`src/rtl/div_pkg.sv`:
```
// rtl/div_pkg.sv - shared state encoding and sizing helpers for the radix-2^k serial divider
`define DIV_RADIX_LEGAL(dw, rb) (((rb) >= 1) && ((dw) >= 2) && (((dw) % (rb)) == 0))

package div_pkg;

  typedef enum logic [1:0] {
    IDLE = 2'd0,
    CALC = 2'd1,
    FIX  = 2'd2
  } state_t;

  function automatic int iters(input int data_w, input int radix_bits);
    return data_w / radix_bits;
  endfunction

endpackage

```
`src/rtl/div_serial_radix_if.sv`:
```
// rtl/div_serial_radix_if.sv - start/done request and result bundle of the divider
interface div_serial_radix_if #(
  parameter int DATA_W = 32
);
  logic              sign;
  logic              start;
  logic              done;
  logic              busy;
  logic              div_by_zero;
  logic [DATA_W-1:0] dividend;
  logic [DATA_W-1:0] divisor;
  logic [DATA_W-1:0] quotient;
  logic [DATA_W-1:0] remainder;

  modport master (
    output sign, start, dividend, divisor,
    input  done, busy, quotient, remainder, div_by_zero
  );

  modport slave (
    input  sign, start, dividend, divisor,
    output done, busy, quotient, remainder, div_by_zero
  );
endinterface

```
`src/rtl/div_radix_step.sv`:
```
// rtl/div_radix_step.sv - combinational chain of RADIX_BITS restoring division steps, MSB first
module div_radix_step #(
  parameter int DATA_W     = 32,
  parameter int RADIX_BITS = 1
) (
  input  logic [DATA_W:0]       rem_in,
  input  logic [RADIX_BITS-1:0] bits_in,
  input  logic [DATA_W-1:0]     divisor,
  output logic [DATA_W:0]       rem_out,
  output logic [RADIX_BITS-1:0] q_bits
);

  logic [DATA_W:0] r;
  logic [DATA_W:0] tmp;

  // The running remainder is always below the divisor, so the shift never loses a set bit.
  always_comb begin
    r      = rem_in;
    tmp    = '0;
    q_bits = '0;
    for (int i = RADIX_BITS - 1; i >= 0; i--) begin
      tmp       = (r << 1) | {{DATA_W{1'b0}}, bits_in[i]};
      q_bits[i] = (tmp >= {1'b0, divisor});
      r         = q_bits[i] ? (tmp - {1'b0, divisor}) : tmp;
    end
    rem_out = r;
  end

endmodule

```
`src/rtl/div_serial_radix.sv`:
```
// rtl/div_serial_radix.sv - iterative signed/unsigned divider retiring RADIX_BITS quotient bits per cycle
module div_serial_radix
  import div_pkg::*;
#(
  parameter int DATA_W     = 32,
  parameter int RADIX_BITS = 1
) (
  input  logic              clk,
  input  logic              rst_n,
  div_serial_radix_if.slave bus
);

  localparam int N  = iters(DATA_W, RADIX_BITS);
  localparam int CW = $clog2(N) + 1;

  generate
    if (!(`DIV_RADIX_LEGAL(DATA_W, RADIX_BITS))) begin : g_bad_radix
      $error("div_serial_radix: RADIX_BITS must divide DATA_W");
    end
  endgenerate

  state_t            state;
  logic [DATA_W-1:0] dvd;
  logic [DATA_W-1:0] dvs;
  logic [DATA_W-1:0] orig_dvd;
  logic [DATA_W-1:0] work_q;
  logic [DATA_W:0]   work_r;
  logic [CW-1:0]     cnt;
  logic              quot_sign;
  logic              rem_sign;
  logic              dz;
  logic              done_r;
  logic              busy_r;
  logic              dbz_r;
  logic [DATA_W-1:0] quot_r;
  logic [DATA_W-1:0] rem_r;

  logic [DATA_W:0]       next_r;
  logic [RADIX_BITS-1:0] q_bits;
  logic                  neg_dvd;
  logic                  neg_dvs;

  assign neg_dvd = bus.sign & bus.dividend[DATA_W-1];
  assign neg_dvs = bus.sign & bus.divisor[DATA_W-1];

  div_radix_step #(
    .DATA_W    (DATA_W),
    .RADIX_BITS(RADIX_BITS)
  ) u_step (
    .rem_in (work_r),
    .bits_in(dvd[DATA_W-1 -: RADIX_BITS]),
    .divisor(dvs),
    .rem_out(next_r),
    .q_bits (q_bits)
  );

  always_ff @(posedge clk or negedge rst_n) begin
    if (!rst_n) begin
      state     <= IDLE;
      dvd       <= '0;
      dvs       <= '0;
      orig_dvd  <= '0;
      work_q    <= '0;
      work_r    <= '0;
      cnt       <= '0;
      quot_sign <= 1'b0;
      rem_sign  <= 1'b0;
      dz        <= 1'b0;
      done_r    <= 1'b1;
      busy_r    <= 1'b0;
      dbz_r     <= 1'b0;
      quot_r    <= '0;
      rem_r     <= '0;
    end else begin
      case (state)
        IDLE: begin
          if (bus.start) begin
            dvd       <= neg_dvd ? -bus.dividend : bus.dividend;
            dvs       <= neg_dvs ? -bus.divisor : bus.divisor;
            quot_sign <= neg_dvd ^ neg_dvs;
            rem_sign  <= neg_dvd;
            orig_dvd  <= bus.dividend;
            dz        <= (bus.divisor == '0);
            work_q    <= '0;
            work_r    <= '0;
            cnt       <= '0;
            done_r    <= 1'b0;
            busy_r    <= 1'b1;
            state     <= (bus.divisor == '0) ? FIX : CALC;
          end
        end
        CALC: begin
          work_r <= next_r;
          work_q <= (work_q << RADIX_BITS) | DATA_W'(q_bits);
          dvd    <= dvd << RADIX_BITS;
          cnt    <= cnt + CW'(1);
          if (cnt == CW'(N - 1)) begin
            state <= FIX;
          end
        end
        FIX: begin
          // Negation is modulo 2^DATA_W, which makes MIN / -1 come out as MIN with remainder 0.
          if (dz) begin
            quot_r <= '1;
            rem_r  <= orig_dvd;
            dbz_r  <= 1'b1;
          end else begin
            quot_r <= quot_sign ? -work_q : work_q;
            rem_r  <= rem_sign ? -work_r[DATA_W-1:0] : work_r[DATA_W-1:0];
            dbz_r  <= 1'b0;
          end
          done_r <= 1'b1;
          busy_r <= 1'b0;
          state  <= IDLE;
        end
        default: state <= IDLE;
      endcase
    end
  end

  assign bus.done        = done_r;
  assign bus.busy        = busy_r;
  assign bus.div_by_zero = dbz_r;
  assign bus.quotient    = quot_r;
  assign bus.remainder   = rem_r;

endmodule

```
`src/flat_wrapper.sv`:
```
// flat-port wrapper written by rule: the top's interface ports become plain ports
module div_serial_radix_flat import div_pkg::*;
#(
  parameter int DATA_W     = 32,
  parameter int RADIX_BITS = 1
)
  (clk, rst_n, bus_sign, bus_start, bus_dividend, bus_divisor, bus_done, bus_busy, bus_quotient, bus_remainder, bus_div_by_zero);
  div_serial_radix_if #(.DATA_W(DATA_W)) bus_i ();
  input  logic clk;
  input  logic rst_n;
  input wire logic [$bits(bus_i.sign)-1:0] bus_sign;
  input wire logic [$bits(bus_i.start)-1:0] bus_start;
  input wire logic [$bits(bus_i.dividend)-1:0] bus_dividend;
  input wire logic [$bits(bus_i.divisor)-1:0] bus_divisor;
  output wire logic [$bits(bus_i.done)-1:0] bus_done;
  output wire logic [$bits(bus_i.busy)-1:0] bus_busy;
  output wire logic [$bits(bus_i.quotient)-1:0] bus_quotient;
  output wire logic [$bits(bus_i.remainder)-1:0] bus_remainder;
  output wire logic [$bits(bus_i.div_by_zero)-1:0] bus_div_by_zero;
  assign bus_i.sign = bus_sign;
  assign bus_i.start = bus_start;
  assign bus_i.dividend = bus_dividend;
  assign bus_i.divisor = bus_divisor;
  assign bus_done = bus_i.done;
  assign bus_busy = bus_i.busy;
  assign bus_quotient = bus_i.quotient;
  assign bus_remainder = bus_i.remainder;
  assign bus_div_by_zero = bus_i.div_by_zero;
  div_serial_radix #(.DATA_W(DATA_W), .RADIX_BITS(RADIX_BITS)) u_core (.clk(clk), .rst_n(rst_n), .bus(bus_i));
endmodule
```
`config.mk`:
```
export PLATFORM = sky130hd
export DESIGN_NAME = div_serial_radix_flat
export DESIGN_NICKNAME = d
export VERILOG_FILES = /design/src/rtl/div_pkg.sv /design/src/rtl/div_serial_radix_if.sv /design/src/rtl/div_radix_step.sv /design/src/rtl/div_serial_radix.sv /design/src/flat_wrapper.sv
export SDC_FILE = /design/constraint.sdc
export NUM_CORES = 1
export LEC_CHECK = 0
export ABC_AREA = 1
export BUFFER_PORTS_ARGS = -buffer_cell sky130_fd_sc_hd__buf_2
export CAP_MARGIN = 25
export CORE_UTILIZATION = 50
export DETAILED_ROUTE_END_ITERATION = 10
export PLACE_DENSITY = 0.74
export SYNTH_ARGS = -nofsm -noshare
export SYNTH_HDL_FRONTEND = slang
export SYNTH_HIERARCHICAL = 1
export SYNTH_SLANG_ARGS = --single-unit
export TNS_END_PERCENT = 100
```
`constraint.sdc`:
```
create_clock -name clk -period 2.2 [get_ports clk]
set_clock_uncertainty 0.2 [all_clocks]
set_input_delay 0.66 -clock clk [delete_from_list [all_inputs] [get_ports clk]]
set_output_delay 0.66 -clock clk [all_outputs]
set_load 0.02 [all_outputs]
```
==> impl_metrics.yaml, run 1 <==
run_status:
  outcome: "finished with violations"
  violations: "negative setup slack"
yosys:
  ys_warn_count: 6
  avgSynthCellArea_um2: 6.85
  synthesis.nets: 2453
  syn_area_um2: 16100
  synth_cells: 2347
drt:
  wl_per_cell_um: 18.0
  drt_iter0_markers: 1702
  routed_wl_um: 56300
  drc: 0
  dr.pass1.iters: 7
  ant_nets: 0
  vias: 17500
  vias_per_cell: 5.59
clock_tree:
  clockBufferDepth: 3
  htree_levels: 1
  cts_tree: "done"
  clock_latency_ns: 0.54
  cts_buffers: 27
  clk_transition_reported_paths_ns: 0.07
  cts_root_buf: "clkbuf_16"
  clock_sinks: 238
worst_setup_path:
  cp_num_cells: 14
  path_max_fanout: 4
  critical_path_class: "flip-flop to flip-flop"
  worstRegToRegCells: 14
  cp-start-kind: "flip-flop"
  crit_family: "simple AND/OR/NAND/NOR gates"
  cp_num_buf_inv: 1
  reg2reg_slack_ns: -0.21
  crit_chain: "ha_4 > nand2_4 > nor2_4 > nand3_2 > nand3_4 > nand2_4 > nand2_4 > nand2_8 > buf_12 > nand2_4 > nand3_2 > nand2_1 > nand2_1 > o21ai_1"
  worstReg2RegStart: "u_core/work_r[5]$_DFFE_PN0P_"
  critPathArrivalTime_ns: 2.66
  crit_path_frequent_cell: "nand2_4"
  slowest_delay_ns: 0.44
  crit_start: "u_core/work_r[5]$_DFFE_PN0P_"
  required_ns: 2.45
  r2r-end: "u_core/work_r[22]$_DFFE_PN0P_"
  critical_path.endpoint_type: "flip-flop"
  crit_path_end: "u_core/work_r[22]$_DFFE_PN0P_"
  crit_slowest_cell: "dfrtp_1"
hold_path:
  worstHoldPathType: "primary input to flip-flop"
  timing.hold.worst.start: "bus_dividend[8]"
timing:
  setup_viol: 33
  finalSetupTns_ns: -5.15
  hold_viol: 0
  period_share_pct: 110
  final.min_clock_period_ns: 2.41
  slew_viol_final: 0
  rsz0062_at_grt: "true"
  fmax_mhz: 415
  relSlewSlack_pct: 63.6
  fin_hold_ws_ns: 0.193
  worst_pin_slew_ns: 0.540
  setup_ws_ns: -0.211
layout:
  drive_gt1_share_pct: 27.4
  layoutNonFillerInstCount: 3126
  syn_to_final_growth_pct: 32.4
  final_cell_mix: "nand2_1 (632), inv_1 (298), buf_4 (235)"
  final_common_cell: "nand2_1"
  diodes: 0
  nets: 2811
place:
  dp_hpwl_um: 40300
  dp_slack_ns: -0.271
  dp_cells: 3022
  portBuffers: 134
  gp_congestion: 0.968
floorplanning:
  ioPinCount: 135
  die_area_um2: 32900
  die_w_um: 181
  rows: 65
  fp.coreArea_um2: 31600
  die_y_um: 181
  start_util_pct: 50.8
global_routing:
  grt_max_degree: 57
  met2_usage_pct: 51.8
  grtUsageMet3_pct: 4.19
  grt_pass1_vias: 16200
  antenna_found_initial: 0
  grtUsageTotal_pct: 33.1
  grt_busiest_layer: "met2"
  grtUsageMet1_pct: 47.0
  overflow: 0
  grt_pass1_wl_um: 86800
power_and_ir_drop:
  p_leak_nw: 10.8
  p_per_area_nw_per_um2: 1700
  peakVddDrop_v: 0.000854
job:
  maxCapViolCount: 0
-- final cells by class --
type | count | area, um^2
clock buffer | 36 | 749
clock inverter | 12 | 171
fill | 2671 | 10300
inverter | 344 | 1290
multi-input combinational | 1691 | 9510
sequential | 238 | 5970
tap | 402 | 503
timing repair buffer | 403 | 3090
-- report_power, final --
part           switching (mW)  total (mW)  internal [mW]
Clock                    1.89        4.74           2.85
Sequential               1.37        7.53           6.16
Combinational            14.1        24.0           9.86
Total                    17.4        36.3           18.9
-- through the flow --
stage	area (um^2)	power [mW]	utilization, %
finish	21300	36.3	67.3
global route	21300	38.6	67.3
CTS	20400	32.8	64.3
detailed placement	18700	26.3	59.0
global placement	18700	25.9	59.0
floorplan	16100	19.1	-
-- how the worst min path moves through the flow --
stage	end	cells after the start
final	u_core/orig_dvd[8]$_DFFE_PN0P_	3
after CTS	u_core/orig_dvd[8]$_DFFE_PN0P_	3
after global placement	u_core/bus.div_by_zero$_DFFE_PN0P_	2
after detailed placement	u_core/bus.busy$_DFFE_PN0P_	2
after floorplan	u_core/bus.busy$_DFFE_PN0P_	0
after global routing	u_core/orig_dvd[8]$_DFFE_PN0P_	3
-- registers in the layout, summed over array words and instances, names as in the netlist --
signal                  count
u_core/bus.busy             1
u_core/bus.quotient        32
u_core/bus.done             1
u_core/work_q              32
u_core/bus.div_by_zero      1
u_core/work_r              32
u_core/rem_sign             1
u_core/orig_dvd            32
u_core/bus.remainder       32
u_core/state                2
u_core/dvs                 32
u_core/dvd                 32
u_core/dz                   1
u_core/quot_sign            1
u_core/cnt                  6
-- routing by layer --
layer / wire (um) / up-vias / part of all wire, %
met1: 24500 / 8273 / 44
met2: 25000 / 786 / 44
met3: 4500 / 133 / 8.0
li1: - / 8284 / -
met4: 2190 / 0 / 3.9
met5: 0 / - / 0
-- worst min-delay path, stage by stage --
cell,delay (ns)
buf_2,0.13
nand2_1,0.06
nand2_1,0.05
-- repair_timing --
item / in CTS / in global routing
hold buffers: 1 / 0
resized for setup: 90 / 181
endpoints found under the setup margin: 33 / 54
gates cloned: 5 / 9
endpoints found under the hold margin: 36 / 0
pin swaps: 18 / 41
setup buffers: 13 / 28
Note: power is estimated with default switching activity, not from simulation.
==> run 2, diff against run 1 <==
--- a/config.mk
+++ b/config.mk
@@ -13,6 +13,5 @@
 export PLACE_DENSITY = 0.74
 export SYNTH_ARGS = -nofsm -noshare
 export SYNTH_HDL_FRONTEND = slang
-export SYNTH_HIERARCHICAL = 1
 export SYNTH_SLANG_ARGS = --single-unit
 export TNS_END_PERCENT = 100
==> impl_metrics.yaml, run 2 <==
run_status:
  outcome: "finished with violations"
  violations: "design-rule violations, negative setup slack"
layout:
  fill_cells: 2448
  final_cell_mix: "nand2_1 (523), inv_1 (302), buf_4 (272)"
  final_common_cell: "nand2_1"
  drive_gt1_share_pct: 30.0
  syn_to_final_growth_pct: 35.5
  nets: 2744
  diodes: 0
  post-route-util_pct: 69.4
drt:
  wl_per_cell_um: 18.0
  drc: 7
  ant_nets: 0
  routed_wl_um: 55100
  vias: 17200
  dr.pass1.iters: 11
  vias_per_cell: 5.62
  met3_length_um: 4350
  highest_layer: "met5"
  drt-met1-wl_um: 23000
  wl_met2_um: 25300
  drt_iter0_markers: 1794
clock_tree:
  cts_tree: "done"
  htree_levels: 1
  clk_transition_reported_paths_ns: 0.06
  clockBufferDepth: 3
  cts_root_buf: "clkbuf_16"
  clock_latency_ns: 0.56
  cts_buffers: 27
  clock_sinks: 238
yosys:
  yosys.area.top_type_share_pct: 37.5
  yosysMostFrequentCell: "nand2_1"
  yosysSeqAreaShare_pct: 37.7
  synthesis.nets: 2353
  ys_warn_count: 0
  ys_types: 56
  synth_area_leaders: "dfrtp_1 (38%), nand2_1 (14%), inv_1 (7.8%), nand3_1 (7.2%), nor2_1 (4.5%)"
  yosys.area.top_type: "dfrtp_1"
  ys_ff_latch: 238
  synth_cells: 2247
  synthTopCellsByCount: "nand2_1 (583), inv_1 (330), dfrtp_1 (237)"
  synth_edf_count: 0
  synth-main-ff-cell: "dfrtp_1"
  ys_async_sr_fraction_pct: 100
  syn_area_um2: 15800
  avgSynthCellArea_um2: 7.03
power_and_ir_drop:
  p_seq_share_pct: 19.6
  p_int_mw: 20.8
  p_sw_mw: 19.7
  p_per_area_nw_per_um2: 1890
  clkPwrFrac_pct: 11.9
  finalPower_mw: 40.5
  peakVddDrop_v: 0.000933
  p_comb_share_pct: 68.5
  p_sw_share_pct: 48.7
  p_leak_nw: 10.8
worst_setup_path:
  worstRegToRegCells: 14
  cp-start-kind: "flip-flop"
  critical_path_class: "flip-flop to flip-flop"
  reg2reg_slack_ns: -0.20
  path_max_fanout: 20
  critPathArrivalTime_ns: 2.63
  r2r-end: "u_core.work_r[8]$_DFFE_PN0P_"
  required_ns: 2.44
  worstReg2RegStart: "u_core.dvs[7]$_DFFE_PN0P_"
  critical_path.endpoint_type: "flip-flop"
floorplanning:
  ioPinCount: 135
  die_y_um: 180
  die_w_um: 180
  die_area_um2: 32300
  fp.coreArea_um2: 30800
  start_util_pct: 51.2
  rows: 64
timing:
  fin_hold_ws_ns: 0.179
  slew_viol_final: 0
  rsz0062_at_grt: "true"
  final.min_clock_period_ns: 2.40
  worst_pin_slew_ns: 0.729
  fmax_mhz: 417
  setup_viol: 44
  setup_ws_ns: -0.196
  relSlewSlack_pct: 50.9
  period_share_pct: 109
  hold_viol: 0
global_routing:
  grt_pass1_vias: 16200
  grtUsageTotal_pct: 32.6
  grt_pass1_wl_um: 84600
  grt_max_degree: 61
  antenna_found_initial: 1
  overflow: 0
place:
  dp_hpwl_um: 38900
  gp_congestion: 0.989
  portBuffers: 134
hold_path:
  whs_endpoint: "u_core.dvd[29]$_DFFE_PN0P_"
  timing.hold.worst.start: "bus_dividend[29]"
  worstHoldPathType: "primary input to flip-flop"
  holdPathStages: 3
job:
  maxCapViolCount: 0
## run 2: cell families (layout without fill, tap and decap cells)
family	Yosys count	after routing	share of synthesized area (%)
xor+xnor	63	63	3.49
buf+inv	420	831	10.6
simple gates	1160	1160	32.8
compound gates	328	328	12.3
fa+ha+maj	38	38	3.06
flops	238	238	37.7
## run 2: how the worst max path moves through the flow
| stage | end | slack [ns] | cells past startpoint | start |
|---|---|---|---|---|
| 6_report | u_core.work_r[8]$_DFFE_PN0P_ | -0.20 | 14 | u_core.dvs[7]$_DFFE_PN0P_ |
| 5_1_grt | u_core.work_r[14]$_DFFE_PN0P_ | -0.28 | 14 | u_core.work_r[18]$_DFFE_PN0P_ |
| 4_1_cts | u_core.work_r[12]$_DFFE_PN0P_ | -0.12 | 13 | u_core.work_r[18]$_DFFE_PN0P_ |
| 3_5_place_dp | u_core.dvd[31]$_DFFE_PN0P_ | -0.32 | 12 | bus_dividend[1] |
| 3_3_place_gp | u_core.state[0]$_DFFE_PN0P_ | -0.31 | 10 | bus_divisor[0] |
| 2_1_floorplan | u_core.state[0]$_DFFE_PN0P_ | 0.06 | 8 | bus_divisor[0] |
## run 2: repair_timing
action,CTS,global route
gates resized for setup,141,151
hold endpoints to repair,34,0
gates cloned,2,2
endpoints found under the setup margin,41,61
hold buffers,1,0
pin swaps,21,53
buffers inserted,21,14
## run 2: power by group through the flow
stage	Combinational (mW)	Clock, mW	Sequential (mW)
floorplan	13.2	0	8.18
detailed placement	22.2	0	7.76
global placement	21.8	0	7.69
CTS	24.9	4.84	7.87
finish	27.7	4.83	7.94
global route	30.0	5.05	8.10
## run 2: through the flow
step / setup WS (ns) / cells / instance area, um^2 / TNS, ns
2_1_floorplan: 0.0555 / 2247 / 15800 / 0
3_3_place_gp: -0.311 / 2968 / 18800 / -9.95
3_5_place_dp: -0.320 / 2968 / 18800 / -12.45
4_1_cts: -0.119 / 3041 / 20700 / -3.21
5_1_grt: -0.278 / 3054 / 21400 / -9.61
6_report: -0.196 / 3054 / 21400 / -6.01
## run 2: critical path, cell delays in order (launching register included)
cell,delay [ns]
dfrtp_1,0.40
inv_2,0.14
ha_4,0.23
nand2_1,0.14
nor2_2,0.07
buf_4,0.14
nand3_1,0.10
nor2_1,0.06
nand2_1,0.08
nand3_2,0.08
nor2_4,0.17
buf_12,0.19
nand3_1,0.09
nand3_1,0.09
nand2_1,0.07
## run 2: cell type report
class                           instances  area (um^2)  share of cell area [%]
Multi-Input combinational cell       1589         9370                    43.8
Sequential cell                       238         5970                    27.9
Timing Repair Buffer                  442         3340                    15.6
Inverter                              340         1280                    6.00
Clock buffer                           38          797                    3.72
Tap cell                              396          495                    2.31
Clock inverter                         11          148                   0.690
## run 2: metal layers
metal | track usage [%] | up-vias
met2 | 52.6 | 831
li1 | - | 8075
met1 | 44.4 | 8096
met5 | 0 | -
met4 | 12.0 | 2
met3 | 4.94 | 171
